File: config.mk
export PLATFORM = sky130hd
export DESIGN_NAME = vga_write_sched
export DESIGN_NICKNAME = d
export VERILOG_FILES = /design/src/rtl/vga_write_sched.sv
export SDC_FILE = /design/constraint.sdc
export NUM_CORES = 1
export LEC_CHECK = 0
export ABC_AREA = 1
export CAP_MARGIN = 15
export CORE_ASPECT_RATIO = 0.5
export CORE_MARGIN = 2
export CORE_UTILIZATION = 44
export CTS_BUF_LIST = sky130_fd_sc_hd__clkbuf_4
export CTS_CLUSTER_SIZE = 10
export DETAILED_ROUTE_END_ITERATION = 7
export GPL_TIMING_DRIVEN = 0
export PLACE_DENSITY = 0.84
export SLEW_MARGIN = 15
export SYNTH_ARGS = -nofsm -noshare
export SYNTH_HDL_FRONTEND = slang
export SYNTH_SLANG_ARGS = --single-unit
File: constraint.sdc
create_clock -name clk -period 2.2 [get_ports clk]
set_input_delay 0.66 -clock clk [delete_from_list [all_inputs] [get_ports clk]]
set_output_delay 0.66 -clock clk [all_outputs]
set_load 0.02 [all_outputs]
File: src/rtl/vga_write_sched.sv
// Write scheduler for the VGA frame buffers: merges CPU writes with a background
// screen-fill engine onto one registered write port. A starvation limit stops the CPU from blocking the fill forever.
module vga_write_sched #(
    parameter int TEXT_DEPTH   = 4800,
    parameter int GRAPH_DEPTH  = 307200,
    parameter int STARVE_LIMIT = 4,
    parameter bit BLANK_ONLY   = 1'b0
) (
    input  logic        clk,
    input  logic        rst,
    input  logic        cpu_req,
    input  logic [1:0]  cpu_sel,
    input  logic [18:0] cpu_addr,
    input  logic [31:0] cpu_data,
    output logic        cpu_ack,
    input  logic        fill_start,
    input  logic        fill_mode,
    input  logic [31:0] fill_data,
    input  logic        fill_abort,
    input  logic        vga_busy,
    output logic        fill_busy,
    output logic        fill_done,
    output logic        we_text,
    output logic        we_graph,
    output logic        we_cursor,
    output logic        we_reg,
    output logic [12:0] text_addr,
    output logic [18:0] graph_addr,
    output logic [31:0] data_out
);
    localparam int SW = (STARVE_LIMIT < 1) ? 1 : $clog2(STARVE_LIMIT + 1);
    localparam logic [SW-1:0] STARVE_MAX = SW'(STARVE_LIMIT);
    localparam logic [18:0]   TEXT_LAST  = 19'(TEXT_DEPTH - 1);
    localparam logic [18:0]   GRAPH_LAST = 19'(GRAPH_DEPTH - 1);

    typedef enum logic [1:0] {IDLE, FILL, DONE} state_t;

    state_t          r_state;
    state_t          w_state_nxt;
    logic            r_mode;
    logic [31:0]     r_fill_data;
    logic [18:0]     r_cnt;
    logic [SW-1:0]   r_starve;
    logic            r_cpu_ack;
    logic            r_fill_busy;
    logic            r_fill_done;
    logic            r_we_text;
    logic            r_we_graph;
    logic            r_we_cursor;
    logic            r_we_reg;
    logic [12:0]     r_text_addr;
    logic [18:0]     r_graph_addr;
    logic [31:0]     r_data;

    logic            w_fill_elig;
    logic            w_fill_gnt;
    logic            w_cpu_gnt;
    logic            w_fill_last;

    // An acknowledged request that is still held owns its turnaround slot, so the
    // fill only steals that slot once the starve counter has reached its limit.
    always_comb begin
        w_fill_elig = (r_state == FILL) && !fill_abort && (!BLANK_ONLY || !vga_busy);
        w_fill_gnt  = w_fill_elig && (!cpu_req || (r_starve == STARVE_MAX));
        w_cpu_gnt   = cpu_req && !r_cpu_ack && !w_fill_gnt;
        w_fill_last = (r_cnt == (r_mode ? GRAPH_LAST : TEXT_LAST));
    end

    always_comb begin
        w_state_nxt = r_state;
        case (r_state)
            IDLE: if (fill_start) w_state_nxt = FILL;
            FILL: begin
                if (fill_abort)                     w_state_nxt = IDLE;
                else if (w_fill_gnt && w_fill_last) w_state_nxt = DONE;
            end
            DONE:    w_state_nxt = IDLE;
            default: w_state_nxt = IDLE;
        endcase
    end

    always_ff @(posedge clk or negedge rst) begin
        if (!rst) begin
            r_state     <= IDLE;
            r_mode      <= 1'b0;
            r_fill_data <= '0;
            r_cnt       <= '0;
            r_starve    <= '0;
            r_fill_busy <= 1'b0;
            r_fill_done <= 1'b0;
        end else begin
            r_state     <= w_state_nxt;
            r_fill_busy <= (w_state_nxt != IDLE);
            r_fill_done <= (r_state == DONE);
            if ((r_state == IDLE) && fill_start) begin
                r_mode      <= fill_mode;
                r_fill_data <= fill_data;
            end
            if (r_state == IDLE)
                r_cnt <= '0;
            else if (w_fill_gnt)
                r_cnt <= r_cnt + 19'd1;
            if ((r_state != FILL) || w_fill_gnt)
                r_starve <= '0;
            else if (w_cpu_gnt && w_fill_elig && (r_starve != STARVE_MAX))
                r_starve <= r_starve + SW'(1);
        end
    end

    // Write port: strobes are single-cycle, addresses and data hold between writes.
    always_ff @(posedge clk or negedge rst) begin
        if (!rst) begin
            r_cpu_ack    <= 1'b0;
            r_we_text    <= 1'b0;
            r_we_graph   <= 1'b0;
            r_we_cursor  <= 1'b0;
            r_we_reg     <= 1'b0;
            r_text_addr  <= '0;
            r_graph_addr <= '0;
            r_data       <= '0;
        end else begin
            r_cpu_ack   <= w_cpu_gnt;
            r_we_text   <= 1'b0;
            r_we_graph  <= 1'b0;
            r_we_cursor <= 1'b0;
            r_we_reg    <= 1'b0;
            if (w_cpu_gnt) begin
                r_data <= cpu_data;
                case (cpu_sel)
                    2'b00: begin
                        r_we_text   <= 1'b1;
                        r_text_addr <= cpu_addr[12:0];
                    end
                    2'b01: begin
                        r_we_graph   <= 1'b1;
                        r_graph_addr <= cpu_addr;
                    end
                    2'b10:   r_we_cursor <= 1'b1;
                    default: r_we_reg    <= 1'b1;
                endcase
            end else if (w_fill_gnt) begin
                if (r_mode) begin
                    r_we_graph   <= 1'b1;
                    r_graph_addr <= r_cnt;
                    r_data       <= {20'b0, r_fill_data[11:0]};
                end else begin
                    r_we_text   <= 1'b1;
                    r_text_addr <= r_cnt[12:0];
                    r_data      <= r_fill_data;
                end
            end
        end
    end

    assign cpu_ack    = r_cpu_ack;
    assign fill_busy  = r_fill_busy;
    assign fill_done  = r_fill_done;
    assign we_text    = r_we_text;
    assign we_graph   = r_we_graph;
    assign we_cursor  = r_we_cursor;
    assign we_reg     = r_we_reg;
    assign text_addr  = r_text_addr;
    assign graph_addr = r_graph_addr;
    assign data_out   = r_data;

endmodule
==> reports/results.txt <==
status = completed
die width = 167 um
FF-to-FF path depth = 10
GR Util met3 = 4.99%
Total Wirelength = 16800 um
residual DRC count = 0
largest net degree at the start of global routing = 70
CP max stage delay = 0.61 ns
Max Fclk = 0.461 GHz
#FFs+latches synth = 128
Vias = 5362
Worst Tran Pin Value = 0.646 ns
total core area = 12800 um2
Setup crit end kind = primary output
drt first pass iters = 5
Crit Reg-Reg Startpoint = r_starve[0]$_DFFE_PN0P_
number of global-route vias before repair = 5385
Root Driver = clkbuf_4
Worst Setup EP = graph_addr[0]
Setup Buffers After CTS = 0
Iter 0 DRT Violations = 482
routed len/inst = 16.2 um
MaxCap Viol Count = 0
first-pass GRT wire length = 26600 um
cell family with most CP delay = buffers and inverters
Hold Path Class = input pin to async pin
Max IR drop VDD = 0.489 mV
Setup crit start = graph_addr[0]$_DFFE_PN0P_
Slew headroom = 56.9%
num ports = 163
Die ar. = 14200 um2
Post-DRT Antenna Nets = 0
commonest non-fill, non-tap cell in the layout = nand2_1
Slew Viols, Final = 0
detailed placer's ending HPWL = 12400 um
cells after synthesis = 672
fin nets = 948
CTS tree = yes
GRT Max-Usage Layer = met2
Buf/Inv on CP = 1
Compound-Gate Fraction of Synth Area = 5.04%
Layout area overhead = 36.4%
unrepaired setup endpoints after global routing = no
startpoint types = flop
Initial Util = 45.5%
clock slew at reported path FFs = 0.14 ns
Yosys warnings = 0
std cell rows = 29
Total GRT Usage = 23.9%
PortBufs = 161
H-tree levels = 4
mux cell area share after synthesis = 5.79%
Static Leak = 4.08 nW
Fin Clk Skew = 0.0203 ns
Placer Congestion = 0.854
critical path peak fanout = 2
post-route minimum period = 2.17 ns
total CTS buffers = 17
commonest cells after routing, fill and taps aside = 248 x nand2_1, 128 x dfrtp_1, 92 x clkdlybuf4s50_1
GR Overflow Total = 0
Skew-Pair Late Insertion Delay = 0.55 ns
worst slack, placed = -0.265 ns
WP depth = 1
Final TNS setup = 0 ns
Syn Nets = 767
Final Setup Violations = 0
Final Hold Viols = 0
grt met2 use = 40.1%
drt via density = 5.17
reg-to-reg critical path endpoint = data_out[25]$_DFFE_PN0P_
initial antenna violation count = 1
simple-gate share of the synthesized area = 28.2%
syn_area_per_cell = 8.68 um2
main combinational cell family by area after synthesis = simple AND/OR/NAND/NOR gates
R2R Setup Slk = 0.15 ns
Die Span Y = 85.4 um
Seq/Total Area, Yosys = 54.9%
synth unique cells = 33
clock buffer depth = 2
Final Cycle Share = 98.7%
Arr. time, crit path = 1.51 ns
met1 capacity usage during global routing = 30.0%
XOR/XNOR Fraction of Synth Area = 0.150%
critical path, cell by cell = clkdlybuf4s50_1
Crit Path Class = flop to primary output
Max stage delay cell, worst path = clkdlybuf4s50_1
Power Dens Cells = 781 nW/um2
TritonCTS Sinks = 128
fin worst setup slack = 0.0295 ns
Post-Synth Adder-Cell Area = 0.644%
Mapped Area = 5830 um2
Worst EP required = 1.54 ns
layout cells sized above 1 = 11.8%
-- logic make-up (layout without fill, tap and decap cells) --
kind of cell             Yosys count  after routing
AO/OA/AOI/OAI                     54             54
XOR/XNOR                           1              1
adder cells (fa/ha/maj)            3              3
buffers and inverters             67            261
flip-flops                       128            128
multiplexers                      30             30
other                              0              1
AND/OR/NAND/NOR                  389            389
-- worst min path at each step --
stage	from	cells past startpoint	to
after floorplan	rst	0	cpu_ack$_DFF_PN0_
after global placement	text_addr[8]$_DFFE_PN0P_	2	text_addr[8]$_DFFE_PN0P_
after detailed placement	text_addr[5]$_DFFE_PN0P_	2	text_addr[5]$_DFFE_PN0P_
after CTS	rst	1	text_addr[9]$_DFFE_PN0P_
after global routing	rst	1	text_addr[10]$_DFFE_PN0P_
final	rst	1	text_addr[9]$_DFFE_PN0P_
-- timing repair --
action / 4_1_cts / 5_1_grt
endpoints found under the hold margin: 0 / 0
pin swaps: 0 / 0
setup endpoints to repair: 47 / 21
hold buffers: 0 / 0
resized for setup: 47 / 21
-- report_power, final --
part	internal, mW	switching (mW)	leakage (nW)
clock	0.592	1.03	0.140
sequential	2.73	0.215	1.63
combinational	0.712	0.933	2.31
-- layout make-up --
type / instances / area, um2
Antenna cell: 1 / 2.50
Buffer: 30 / 170
Clock buffer: 17 / 128
Clock inverter: 15 / 149
Fill cell: 1080 / 4850
Inverter: 37 / 139
Multi-Input combinational cell: 477 / 2320
Sequential cell: 128 / 3200
Tap cell: 170 / 213
Timing Repair Buffer: 162 / 1630
-- through the flow --
stage               hold WS [ns]  power [mW]  cells  util [%]  area (um2)
finish                    0.0882        6.22   1037      62.1        7960
global route               0.113        6.52   1037      62.1        7960
CTS                        0.105        6.23   1036      61.7        7900
detailed placement         0.467        4.78   1004      60.0        7690
global placement           0.461        4.73   1003      59.8        7660
floorplan                  0.364        3.84    672         -        5830
-- cells in the mapped netlist (all sizes together) --
master	instances	share of area, %
a211oi	1	0.13
a21oi	10	0.86
a22oi	2	0.26
a31oi	1	0.11
buf	25	2.6
clkbuf	5	0.32
clkinv	1	0.064
dfrtp	128	55
ha	3	0.64
inv	36	2.3
mux2	30	5.8
nand2	251	17
nand3	79	6.9
nand3b	1	0.13
nand4	11	1.2
nor2	44	3.1
nor3	3	0.26
o211ai	2	0.26
o21ai	35	3.1
o21bai	2	0.26
o22ai	1	0.11
xor2	1	0.15
-- metal layers --
metal / routed length, um / part of all wire (%)
met2: 7980 / 48
met4: 594 / 3.5
met1: 7180 / 43
met5: 0 / 0
met3: 995 / 5.9
No activity file was read; power rests on OpenSTA's default activity.
